<file path="config.mk">
export PLATFORM = sky130hd
export DESIGN_NAME = egress_scheduler
export DESIGN_NICKNAME = d
export VERILOG_FILES = /design/src/rtl/egress_scheduler.sv
export SDC_FILE = /design/constraint.sdc
export NUM_CORES = 1
export LEC_CHECK = 0
export ABC_AREA = 1
export CAP_MARGIN = 0
export CELL_PAD_IN_SITES_DETAIL_PLACEMENT = 1
export CELL_PAD_IN_SITES_GLOBAL_PLACEMENT = 1
export CORE_ASPECT_RATIO = 1.25
export CORE_MARGIN = 3
export CORE_UTILIZATION = 23
export DETAILED_ROUTE_END_ITERATION = 7
export HOLD_SLACK_MARGIN = 0.03
export PLACE_DENSITY = 0.81
export SLEW_MARGIN = 25
export SYNTH_ARGS = -nofsm -noshare
export SYNTH_HDL_FRONTEND = slang
export SYNTH_SLANG_ARGS = --single-unit
</file>
<file path="constraint.sdc">
create_clock -name clk -period 2.3 [get_ports clk]
set_clock_uncertainty 0.15 [all_clocks]
set_input_delay 0.46 -clock clk [delete_from_list [all_inputs] [get_ports clk]]
set_output_delay 0.46 -clock clk [all_outputs]
set_load 0.05 [all_outputs]
</file>
<file path="src/rtl/egress_scheduler.sv">
// -----------------------------------------------------------------------------
// egress_scheduler
//
// Read side of the per-port packet queues in the 4x4 switch. There is one
// instance per output port. The scheduler watches the four input-port queues
// that target this output, pops them in round-robin order and holds each grant
// for up to MAX_BURST consecutive words. Popped words leave on a registered
// valid/ready stream tagged with the index of the source input.
//
// Parameters
//   DATA_W     payload width; each queue word is DATA_W+1 bits, MSB = non-empty
//   MAX_BURST  maximum consecutive pops per grant (1..15)
//
// Ports
//   clk                   clock, rising edge
//   rst                   asynchronous active-low reset
//   q_data0..q_data3      queue head words (bit DATA_W = queue non-empty)
//   q_rd_en               one-hot pop strobes, forced to 0 while rst=0
//   out_data / out_src    registered payload and its source input index
//   out_valid / out_ready output stream handshake
//
// Optional build feature (define EGRESS_SCHED_STATS_EN)
//   stat_sel   selects one of four saturating 16-bit per-input pop counters
//   stat_count combinational read of the selected counter
// -----------------------------------------------------------------------------
module egress_scheduler #(
  parameter int unsigned DATA_W    = 32,
  parameter int unsigned MAX_BURST = 4
) (
  input  logic              clk,
  input  logic              rst,
  input  logic [DATA_W:0]   q_data0,
  input  logic [DATA_W:0]   q_data1,
  input  logic [DATA_W:0]   q_data2,
  input  logic [DATA_W:0]   q_data3,
  output logic [3:0]        q_rd_en,
  output logic [DATA_W-1:0] out_data,
  output logic [1:0]        out_src,
  output logic              out_valid,
  input  logic              out_ready
`ifdef EGRESS_SCHED_STATS_EN
  ,
  input  logic [1:0]        stat_sel,
  output logic [15:0]       stat_count
`endif
);

  localparam logic [3:0] MaxBurst   = MAX_BURST[3:0];
  // With a burst length of 1 the grant is released right after the pop and
  // the BURST state is never entered.
  localparam bit         SingleWord = (MAX_BURST <= 1);

  typedef enum logic [0:0] {StIdle, StBurst} state_e;

  state_e              state_q, state_d;
  logic [1:0]          rr_ptr_q, rr_ptr_d;
  logic [1:0]          gnt_q, gnt_d;
  logic [3:0]          burst_cnt_q, burst_cnt_d;
  logic [DATA_W-1:0]   out_data_q;
  logic [1:0]          out_src_q;
  logic                out_valid_q;

  logic [DATA_W:0]     q_head [4];
  logic [3:0]          ne;
  logic                can_load;
  logic                win_found;
  logic [1:0]          win_idx;
  logic [1:0]          cand;
  logic                pop;
  logic [1:0]          pop_idx;
  logic [3:0]          rd_en_raw;

  assign q_head[0] = q_data0;
  assign q_head[1] = q_data1;
  assign q_head[2] = q_data2;
  assign q_head[3] = q_data3;

  always_comb begin
    for (int i = 0; i < 4; i++) begin
      ne[i] = q_head[i][DATA_W];
    end
  end

  assign can_load = !out_valid_q || out_ready;

  // Round-robin search starting at rr_ptr. Scanning from the farthest offset
  // down lets the nearest non-empty queue overwrite the result last.
  always_comb begin
    win_found = 1'b0;
    win_idx   = rr_ptr_q;
    cand      = rr_ptr_q;
    for (int k = 3; k >= 0; k--) begin
      cand = rr_ptr_q + 2'(k);
      if (ne[cand]) begin
        win_found = 1'b1;
        win_idx   = cand;
      end
    end
  end

  // Next-state and pop decision
  always_comb begin
    state_d     = state_q;
    rr_ptr_d    = rr_ptr_q;
    gnt_d       = gnt_q;
    burst_cnt_d = burst_cnt_q;
    pop         = 1'b0;
    pop_idx     = gnt_q;

    unique case (state_q)
      StIdle: begin
        if (win_found && can_load) begin
          pop         = 1'b1;
          pop_idx     = win_idx;
          gnt_d       = win_idx;
          burst_cnt_d = 4'd1;
          if (SingleWord) begin
            rr_ptr_d = win_idx + 2'd1;
          end else begin
            state_d = StBurst;
          end
        end
      end
      StBurst: begin
        if (ne[gnt_q] && (burst_cnt_q < MaxBurst)) begin
          // A stall holds everything, so backpressure never eats burst budget.
          if (can_load) begin
            pop         = 1'b1;
            pop_idx     = gnt_q;
            burst_cnt_d = burst_cnt_q + 4'd1;
          end
        end else begin
          rr_ptr_d    = gnt_q + 2'd1;
          burst_cnt_d = 4'd0;
          state_d     = StIdle;
        end
      end
      default: begin
        state_d = StIdle;
      end
    endcase
  end

  assign rd_en_raw = pop ? (4'b0001 << pop_idx) : 4'b0000;
  // State is already cleared by the async reset, but the winner search is
  // purely combinational, so the strobes must be gated explicitly.
  assign q_rd_en   = rst ? rd_en_raw : 4'b0000;

  always_ff @(posedge clk or negedge rst) begin
    if (!rst) begin
      state_q     <= StIdle;
      rr_ptr_q    <= 2'd0;
      gnt_q       <= 2'd0;
      burst_cnt_q <= 4'd0;
    end else begin
      state_q     <= state_d;
      rr_ptr_q    <= rr_ptr_d;
      gnt_q       <= gnt_d;
      burst_cnt_q <= burst_cnt_d;
    end
  end

  // Output register: a load always wins, which also covers load-and-accept
  // in the same cycle without a bubble.
  always_ff @(posedge clk or negedge rst) begin
    if (!rst) begin
      out_valid_q <= 1'b0;
      out_data_q  <= '0;
      out_src_q   <= 2'd0;
    end else if (pop) begin
      out_valid_q <= 1'b1;
      out_data_q  <= q_head[pop_idx][DATA_W-1:0];
      out_src_q   <= pop_idx;
    end else if (out_valid_q && out_ready) begin
      out_valid_q <= 1'b0;
    end
  end

  assign out_data  = out_data_q;
  assign out_src   = out_src_q;
  assign out_valid = out_valid_q;

`ifdef EGRESS_SCHED_STATS_EN
  logic [15:0] stat_q [4];

  always_ff @(posedge clk or negedge rst) begin
    if (!rst) begin
      for (int i = 0; i < 4; i++) begin
        stat_q[i] <= 16'd0;
      end
    end else begin
      for (int i = 0; i < 4; i++) begin
        if (pop && (pop_idx == 2'(i)) && (stat_q[i] != 16'hFFFF)) begin
          stat_q[i] <= stat_q[i] + 16'd1;
        end
      end
    end
  end

  assign stat_count = stat_q[stat_sel];
`endif

endmodule

</file>
==> flow_metrics.py <==
metrics = {
    "yosys": {
        "ys_ff_latch": 44,
        "synthSimpleGateAreaFrac": 0.503,
        "synth_cell_type_count": 21,
        "net_count_after_synthesis": 613,
        "yosysSeqAreaShare": 0.353,
        "avgSynthCellArea_um2": 6.54,
        "synth_top_family_by_area": "simple AND/OR/NAND/NOR gates",
        "synth_compound_area_frac": 0.0365,
        "synth-xor-area-share": 0,
        "netlist_area_um2": 3120,
        "synth_adder_area_share": 0.00401,
        "synthMuxAreaShare": 0,
        "synth_warnings": 0,
        "synthesis.instances": 477,
    },
    "setup_path": {
        "critPathBufInv": 4,
        "max_stage_delay_ns": 0.46,
        "crit_required_ns": 1.69,
        "setup.worst_path.start": "rr_ptr_q[0]$_DFFE_PN0P_",
        "reg2reg_to": "out_data[3]$_DFFE_PN0N_",
        "startpoint_of_the_most_critical_register_to_register_path": "rr_ptr_q[0]$_DFFE_PN0P_",
        "crit_path_end_kind": "primary output",
        "timing.critical_path.slowest_stage_cell": "sky130_fd_sc_hd__dfrtp_2",
        "worstPathMaxFanout": 4,
        "setup.reg_to_reg.worst_slack_ns": -0.16,
        "timing.setup.critical_path_class": "flop to primary output",
        "setup.worst_path.start_class": "flop",
        "cpLargestDelayFamily": "simple AND/OR/NAND/NOR gates",
        "cp_data_arrival_time_ns": 2.16,
        "rr_worst_depth": 17,
        "crit_path_cell_trace": "buf_6 > nand2_4 > nand3_2 > nand2_2 > inv_2 > nand2_2 > nand2_4 > nor2_4 > nand2_2 > nand2_4 > buf_12 > nand3_4 > nor2_4 > buf_12",
    },
    "die": {
        "start_util": 0.240,
        "num_io_pins": 174,
        "die-area_um2": 15000,
        "floorplan.die.width_um": 110,
        "vertical_die_dimension_um": 136,
        "core-area_um2": 13000,
        "fp-row-count": 46,
    },
    "cts": {
        "cts_buffers": 5,
        "tritoncts": "yes",
        "cts-root-to-sink-buffers": 2,
        "clock_latency_ns": 0.28,
        "max_h_tree_level": 2,
        "clkSlewWorstSetupHoldPaths_ns": 0.06,
        "cts_root_buf": "sky130_fd_sc_hd__clkbuf_16",
        "clock_sink_total": 44,
    },
    "placement": {
        "dp_cells": 812,
        "port-buffer-count": 173,
        "dp_hpwl_mm": 10.7,
        "routabilityCongestion": 0.850,
        "dpl_worst_slack_ns": -0.692,
    },
    "final_layout": {
        "layout.cells.most_common_list": "164 x sky130_fd_sc_hd__clkdlybuf4s50_1, 110 x sky130_fd_sc_hd__nand3_1, 99 x sky130_fd_sc_hd__nand2_1",
        "areaGrowthSynthToFinish_pct": 104,
        "finalNetCount": 807,
        "layout_commonest_cell": "sky130_fd_sc_hd__clkdlybuf4s50_1",
        "multi_input_area_um2": 2410,
        "seqCellArea_um2": 1100,
        "post_route_cells_drive_above_1_share": 0.320,
        "layout.cells.non_filler": 840,
        "insertedDiodeCount": 0,
        "number_of_filler_instances_in_the_final_layout": 1544,
    },
    "timing": {
        "final_setup_vio_count": 37,
        "max_freq_mhz": 360,
        "worst_slack_ns": -0.474,
        "period_share": 1.21,
        "final.min_clock_period_ns": 2.77,
        "timing.slew.headroom": 0.617,
        "grt_setup_unrepaired": "true",
        "hold_viol_final": 0,
        "max_slew.worst_pin.slew_ns": 0.572,
        "drv_slew": 0,
    },
    "detailed_routing": {
        "detail_route.iter0.violations": 137,
        "dr.pass1.iters": 4,
        "total_detailed_routing_wirelength_mm": 15.8,
        "detail_route.wl_per_cell_um": 18.8,
        "route.vias.total": 4171,
        "routed_via_density": 4.97,
        "post-route-drc-count": 0,
        "detail-route-antenna-nets": 0,
    },
    "run": {
        "max_cap_violations": 0,
    },
    "global_route": {
        "grt_pass1_vias": 4456,
        "grt_first_pass_wirelength_mm": 23.0,
        "grt.total_usage": 0.198,
        "largest_net_degree_at_the_start_of_global_routing": 37,
        "grt_antenna_before_repair": 0,
        "globalRouteOverflowTotal": 0,
    },
    "worst_hold_path": {
        "timing.hold.worst.class": "input port to asynchronous set/reset pin",
    },
    "pwr": {
        "ir_worst_vdd_mv": 1.25,
        "cellLeakagePower_nw": 2.86,
        "power_density_nw_per_um2": 1800,
    },
    "outcome": {
        "run_status": "complete, but fails checks",
        "violations": "negative setup slack",
    },
}
worst register-to-register path, cell delays in order (launching register included):
cell and delay (ns):
sky130_fd_sc_hd__dfrtp_2 0.46, sky130_fd_sc_hd__buf_12 0.17, sky130_fd_sc_hd__o21ai_4 0.19, sky130_fd_sc_hd__nor2_2 0.06
sky130_fd_sc_hd__nor2_2 0.10, sky130_fd_sc_hd__nand2_1 0.06, sky130_fd_sc_hd__nand2_1 0.08, sky130_fd_sc_hd__nand2_2 0.05
sky130_fd_sc_hd__nand2_2 0.08, sky130_fd_sc_hd__nand2_4 0.07, sky130_fd_sc_hd__buf_12 0.13, sky130_fd_sc_hd__buf_6 0.13
sky130_fd_sc_hd__buf_16 0.16, sky130_fd_sc_hd__buf_12 0.16, sky130_fd_sc_hd__nand2_2 0.06, sky130_fd_sc_hd__nand3_2 0.08
sky130_fd_sc_hd__nand3_2 0.10, sky130_fd_sc_hd__nand2_1 0.06
state kept, by name, indices dropped and copies added (netlist names):
name,flops
out_valid,1
rr_ptr_q,2
out_src,2
gnt_q,2
burst_cnt_q,4
state_q,1
out_data,32
metrics by stage:
step | setup TNS [ns] | power, mW | area [um2] | utilization | hold WS [ns]
floorplan | -0.685 | 6.06 | 3190 | - | 0.0144
CTS | -7.70 | 10.7 | 5970 | 0.459 | 0.103
finish | -5.57 | 11.5 | 6380 | 0.490 | 0.108
global placement | -15.16 | 8.12 | 5210 | 0.400 | 0.146
global route | -10.44 | 12.3 | 6380 | 0.490 | 0.138
detailed placement | -21.49 | 8.35 | 5210 | 0.400 | 0.144
where the power goes:
part	internal (mW)	switching (mW)
clock	0.433	0.285
combinational	3.72	5.56
sequential	1.20	0.264
worst max path at each step:
stage	to	slack (ns)	cells past startpoint
after floorplan	q_rd_en[1]	-0.21	13
after global placement	q_rd_en[3]	-0.55	14
after detailed placement	q_rd_en[1]	-0.69	14
after CTS	q_rd_en[1]	-0.44	13
after global routing	q_rd_en[0]	-0.57	14
final	q_rd_en[0]	-0.47	14
metal layers:
| layer | GRT usage | wire [um] |
|---|---|---|
| met1 | 0.226 | 6010 |
| met2 | 0.362 | 8490 |
| met3 | 0.0428 | 834 |
| met4 | 0.0637 | 460 |
| met5 | 0 | 0 |
timing repair:
item                       4_1_cts  5_1_grt
hold endpoints to repair         2        0
hold buffers                     1        0
resized for setup               98       89
pin swaps                       43       47
gates cloned                     6        1
setup endpoints to repair       39       37
setup buffers                   10        3
Yosys cell counts, drive strengths merged:
cell type  number  share of area
buf            34          0.077
nand3         172           0.28
a31oi           1         0.0020
a21oi           3         0.0048
nor3            2         0.0032
inv            23          0.028
o21ai          14          0.027
nand4           1         0.0020
ha              1         0.0040
o21a            1         0.0024
nand2         166           0.20
nor2           15          0.019
dfrtp          44           0.35
cell type report:
| class | count | share of cell area |
|---|---|---|
| Sequential cell | 44 | 0.173 |
| Timing Repair Buffer | 221 | 0.379 |
| Clock buffer | 8 | 0.0229 |
| Tap cell | 168 | 0.0329 |
| Inverter | 23 | 0.0151 |
| Multi-Input combinational cell | 376 | 0.377 |
cell families (layout without fill, tap and decap cells):
family	Yosys count	in the layout
AOI/OAI and AO/OA	19	19
adders and majority gates	1	1
buffers and inverters	57	252
DFF	44	44
and+or+nand+nor	356	356
No activity file was read; power rests on OpenSTA's default activity.
==> edit 1, RTL diff (same settings) <==
Set the parameter `DATA_W` to 28 (it was 32).
--- a/src/rtl/egress_scheduler.sv
+++ b/src/rtl/egress_scheduler.sv
@@ -24,7 +24,7 @@
 //   stat_count combinational read of the selected counter
 // -----------------------------------------------------------------------------
 module egress_scheduler #(
-  parameter int unsigned DATA_W    = 32,
+  parameter int unsigned DATA_W    = 28,
   parameter int unsigned MAX_BURST = 4
 ) (
   input  logic              clk,
Interface: changed (5 resized); port bits go from 174 to 154. No check against the original RTL was run, so the function may have changed too.
==> edit 1 against the unedited design <==
The flow still finishes with violations (setup timing); worst setup slack got worse by 0.013 ns; sequential cell count down 4; cell count down 8.8%; final area fell by 20%; wire length fell by 21%; clock power increased by 21%; register-to-register slack got worse by 0.07 ns; total power fell by 22%; area after synthesis down 6.0%; maximum frequency fell by 0.46%; first-iteration DRC count shrank 40%; critical endpoint unchanged.
==> edit 1: results (changes against the unedited design) <==
[clock_network]
cts_buffers = 5  ; unchanged
clkTransAtPathRegs_ns = 0.06  ; about the same
clk_latency_ns = 0.29
cts_root_buffer = clkbuf_16  ; unchanged

[synth]
netlist-cell-type-count = 25  ; was 21
syn_nets = 560  ; was 613
synth.avg_cell_area_um2 = 6.668  ; was 6.545 µm²
ys_top_cells_by_area = dfrtp_1, nand3_1, nand2_1, nand3_2, nand2_2  ; was dfrtp_1, nand3_1, nand2_1, buf_2, buf_6
yosysSeqAreaShare_pct = 34.12  ; was 35.27%
synthTopCellsByCount = nand2_1, nand3_1, dfrtp_1  ; was nand3_1, nand2_1, dfrtp_1

[worst_setup_path]
crit_start = rr_ptr_q[0]  ; unchanged
crit_path_max_incr_delay_ns = 0.48  ; was 0.46 ns
critPathMaxFanout = 7  ; was 4
arrival_ns = 2.18  ; was 2.16 ns
slowest_stage = dfrtp_2  ; unchanged

[cells_and_area]
n_antenna_cell = 0  ; unchanged
largest_reg_flops = 28  ; was 32
final_layout_size_suffix_gt1_share_pct = 16.45  ; was 31.99%
nets = 721  ; was 807

[placed_design]
placed_cell_area_um2 = 4750  ; was 5207 µm²
dpl.cell_count = 753  ; was 812
hpwlAfterDp_mm = 9.294  ; was 10.66 mm
port_buffers = 153  ; was 173
routabilityCongestion = 0.9047  ; was 0.8501

[timing]
worst_pin_slew_ns = 0.6089  ; was 0.5723 ns
finalSetupTns_ns = -7.240  ; was -5.573 ns
maxSlewViolCount = 0  ; unchanged
setup_viol = 33  ; was 37
finalWorstSetupSlack_ns = -0.4872  ; was -0.4744 ns

[route]
drt_pass1_iterations = 4  ; unchanged
drtIter0Drc = 82  ; was 137
via_count = 3646  ; was 4,171
wirelength_mm = 12.52  ; was 15.80 mm
avgRoutedWirePerCell_um = 16.34  ; was 18.81 µm

[global_routing]
grt_pass1_vias = 4088  ; was 4,456
grt_pass1_wl_mm = 20.30  ; was 22.99 mm
antenna_found_initial = 0  ; unchanged
grt_start_max_net_pins = 58  ; was 37
grtUsageTotal_pct = 18.05  ; was 19.84%

[power_and_ir_drop]
peakVddDrop_uv = 731.4  ; was 1248 µV
p_leak_nw = 2.341  ; was 2.861 nW

[worst_hold_path]
hold_path.class = in -> async  ; unchanged

[status]
status = complete, but fails checks  ; unchanged
violations = setup timing  ; unchanged

edit 1: where the power goes:
group	internal, mW	switching, mW
logic	2.39	4.35
registers	1.09	0.228
clock network	0.572	0.297
edit 1: area by class of cell:
| class | instances | area (µm²) |
|---|---|---|
| inverter | 25 | 113.9 |
| clock buffer | 7 | 152.6 |
| multi-input combinational | 344 | 1784 |
| sequential | 40 | 1003 |
| tap | 164 | 205.2 |
| fill | 1519 | 7206 |
| timing repair buffer | 185 | 1836 |
| clock inverter | 1 | 30.03 |
edit 1: worst max-delay path: cells and delay by family (launching register included):
family,cells,cell delay (ns)
and+or+nand+nor,10,0.96
DFF,1,0.48
buffers and inverters,4,0.44
edit 1: metrics by stage:
step           setup slack [ns]  hold slack (ns)  power, mW
6_report                -0.4872           0.1839      8.922
5_1_grt                 -0.6364           0.2342      9.684
4_1_cts                 -0.4938           0.2197      8.889
3_5_place_dp            -0.7312           0.2002      7.734
3_3_place_gp            -0.6111           0.1969      7.479
2_1_floorplan           -0.2933          0.01441      5.782
edit 1: final timing paths:
path | endpoint | slack (ns) | cells past startpoint
worst min-delay path | state_q | 0.18 | 2
max in group asynchronous | out_data[27] | 1.12 | 2
worst max-delay path | q_rd_en[0] | -0.49 | 14
min in group clk | out_data[15] | 0.33 | 2
worst min register to register | out_data[15] | 0.33 | 2
worst max register to register | out_data[11] | -0.23 | 16
edit 1: cell families after synthesis:
family	share of synthesized area, %
adder cells (fa/ha/maj)	0.4264
AND/OR/NAND/NOR	51.73
flip-flops	34.12
AO/OA/AOI/OAI	3.582
buffers and inverters	10.15
edit 1: per-layer routing:
metal | vias up | global-route usage [%] | part of all wire [%]
met3 | 19 | 3.920 | 4.7
li1 | 1766 | - | -
met1 | 1766 | 17.82 | 37
met4 | 0 | 5.686 | 2.2
met5 | - | 0 | 0
met2 | 95 | 36.15 | 56
edit 1: timing repair:
action / CTS / global route
setup buffers: 4 / 0
pin swaps: 13 / 15
hold endpoints to repair: 7 / 0
gates resized for setup: 27 / 18
hold buffers: 1 / 0
endpoints found under the setup margin: 34 / 36
==> edit 2, RTL diff (same flow settings) <==
Made on the original files. Add a define of `EGRESS_SCHED_STATS_EN`.
--- a/src/rtl/egress_scheduler.sv
+++ b/src/rtl/egress_scheduler.sv
@@ -23,6 +23,8 @@
 //   stat_sel   selects one of four saturating 16-bit per-input pop counters
 //   stat_count combinational read of the selected counter
 // -----------------------------------------------------------------------------
+`define EGRESS_SCHED_STATS_EN
+
 module egress_scheduler #(
   parameter int unsigned DATA_W    = 32,
   parameter int unsigned MAX_BURST = 4
Interface: changed (added stat_count and stat_sel); port bits go from 174 to 192. The function was not compared with the original's and may differ.
==> edit 2 against the unedited design <==
The flow still finishes with violations (setup timing); final area rose by 86%; critical path depth rose by 1; total power rose by 42%; wire length rose by 110%; die area rose by 130%; area after synthesis rose by 140%; worst setup slack got worse by 0.19 ns; largest power group unchanged; cell count rose by 110%; combinational power rose by 27%; sequential cell count rose by 64.
==> edit 2: results (changes against the unedited design) <==
[status]
violations = setup timing  ; unchanged
status = complete, but fails checks  ; unchanged

[clock_network]
clk_latency_ns = 0.37  ; was 0.28 ns
h-tree-depth = 3  ; was 2
clockBufferDepth = 2  ; unchanged
clkTransAtPathRegs_ns = 0.09  ; was 0.06 ns
cts_buffers = 9  ; was 5

[synth]
synthTopCellsByCount = nand2_1, nand3_1, dfrtp_1  ; was nand3_1, nand2_1, dfrtp_1
yosysSeqAreaShare_pct = 36.14  ; was 35.27%
syn_nets = 1235  ; was 613
yosysWarnings = 0  ; unchanged
async_flop_share_pct = 100.0  ; unchanged
postSynthCellCount = 1093  ; was 477
ys_top_cells_by_area = dfrtp_1, nand3_1, nand2_1, xor2_1, inv_1  ; was dfrtp_1, nand3_1, nand2_1, buf_2, buf_6
netlist-cell-type-count = 32  ; was 21

[timing]
maxSlewViolCount = 0  ; unchanged
finalWorstSetupSlack_ns = -0.6687  ; was -0.4744 ns
relSlewSlack_pct = 55.05  ; was 61.73%
setup_viol = 101  ; was 37
finalSetupTns_ns = -29.29  ; was -5.573 ns
hold-worst-slack_ns = 0.02154  ; was 0.1085 ns

[global_routing]
grtUsageTotal_pct = 17.44  ; was 19.84%
grt_pass1_vias = 9370  ; was 4,456
grt_start_max_net_pins = 109  ; was 37
grt_pass1_wl_mm = 49.48  ; was 22.99 mm
antenna_found_initial = 0  ; unchanged

[cells_and_area]
n_antenna_cell = 0  ; unchanged
final_layout_size_suffix_gt1_share_pct = 19.65  ; was 31.99%
nets = 1496  ; was 807
largest_reg_flops = 64  ; was 32
fin_cells = 1771  ; was 840

[route]
drt_pass1_iterations = 5  ; was 4
drtIter0Drc = 462  ; was 137
via_count = 8862  ; was 4,171
wirelength_mm = 32.60  ; was 15.80 mm

[power_and_ir_drop]
cell_internal_pwr_mw = 7.911  ; was 5.357 mW
p_leak_nw = 5.401  ; was 2.861 nW
peakVddDrop_uv = 1138  ; was 1248 µV

[placed_design]
routabilityCongestion = 0.9059  ; was 0.8501
hpwlAfterDp_mm = 22.42  ; was 10.66 mm
dpl.cell_count = 1722  ; was 812
pre_cts_slack_ns = -0.7591  ; was -0.6916 ns
port_buffers = 191  ; was 173

[worst_setup_path]
arrival_ns = 2.36  ; was 2.16 ns
critPathMaxFanout = 6  ; was 4
r2r_slack_ns = -0.42  ; was -0.16 ns

[edit 2: changes by cell type in the layout (fill, tap and decap cells not counted), sizes merged, moves of 13 or more]
cell,change
nand2,+174
nand3,+119
buf,+85
dfrtp,+64
inv,+43
xor2,+41
nor2,+40
a21oi,+24
nor3,+24
o21ai,+20
xnor2,+13
[edit 2: worst max-delay path, stage by stage, from the launching register on]
cell	delay, ns
dfrtp_2	0.49
buf_6	0.15
nand2_2	0.06
nand2_2	0.08
nand2_2	0.08
nand2_2	0.07
inv_2	0.09
nand2_1	0.07
nand3_1	0.08
nand2_2	0.10
nand2_2	0.11
nand2_4	0.09
nand2_8	0.10
nand2_8	0.07
nor3_4	0.20
buf_12	0.16
[edit 2: timing repair]
action | 4_1_cts | 5_1_grt
endpoints found under the setup margin | 119 | 109
gates resized for setup | 93 | 58
pin swaps | 19 | 32
cloned | 8 | 4
setup buffers | 13 | 8
[edit 2: final timing paths]
path | startpoint | end | cells after the start
max | rr_ptr_q[0] | q_rd_en[2] | 15
min | rst | stat_q[20] | 2
max reg2reg | rr_ptr_q[0] | stat_q[30] | 19
min reg2reg | out_data[23] | out_data[23] | 2
max in group asynchronous | rst | stat_q[38] | 2
min in group clk | out_data[23] | out_data[23] | 2
[edit 2: kinds of logic (layout without fill, tap and decap cells)]
| kind of cell | Yosys count | in the layout | synth area share (%) |
|---|---|---|---|
| AOI/OAI and AO/OA | 69 | 69 | 4.752 |
| xor gates and xnor gates | 54 | 54 | 6.325 |
| adders and majority gates | 5 | 5 | 0.8367 |
| buffers and inverters | 127 | 390 | 7.413 |
| DFF | 108 | 108 | 36.14 |
| muxes | 1 | 1 | 0.1506 |
| and+or+nand+nor | 729 | 732 | 44.38 |
[edit 2: per-layer routing]
layer	track usage, %	part of all wire, %
met1	21.14	42
met5	0	0
met2	31.23	51
met3	2.648	4.4
met4	6.322	3.5
[edit 2: final cells by class]
type                    count  area, µm²
multi-input cells         861       4717
clock inverters             6      71.32
well taps                 412      515.5
inverters                  65      262.8
repair buffers            308       3349
flip-flops and latches    108       2705
clock buffers              10      229.0
repair inverters            1      7.507
fillers                  3865      20110
[edit 2: power groups by stage]
stage / clock, mW / sequential (mW) / combinational, mW
2_1_floorplan: 0 / 3.82 / 5.02
4_1_cts: 1.76 / 2.82 / 10.7
6_report: 1.69 / 2.83 / 11.8
3_5_place_dp: 0 / 2.85 / 9.51
3_3_place_gp: 0 / 2.83 / 9.26
5_1_grt: 1.82 / 2.90 / 12.5
[edit 2: per-stage QoR]
step | utilization (%) | cell area, µm²
6_report | 37.09 | 11860
5_1_grt | 37.09 | 11860
4_1_cts | 35.89 | 11470
3_5_place_dp | 33.24 | 10630
3_3_place_gp | 33.24 | 10630
2_1_floorplan | - | 7589
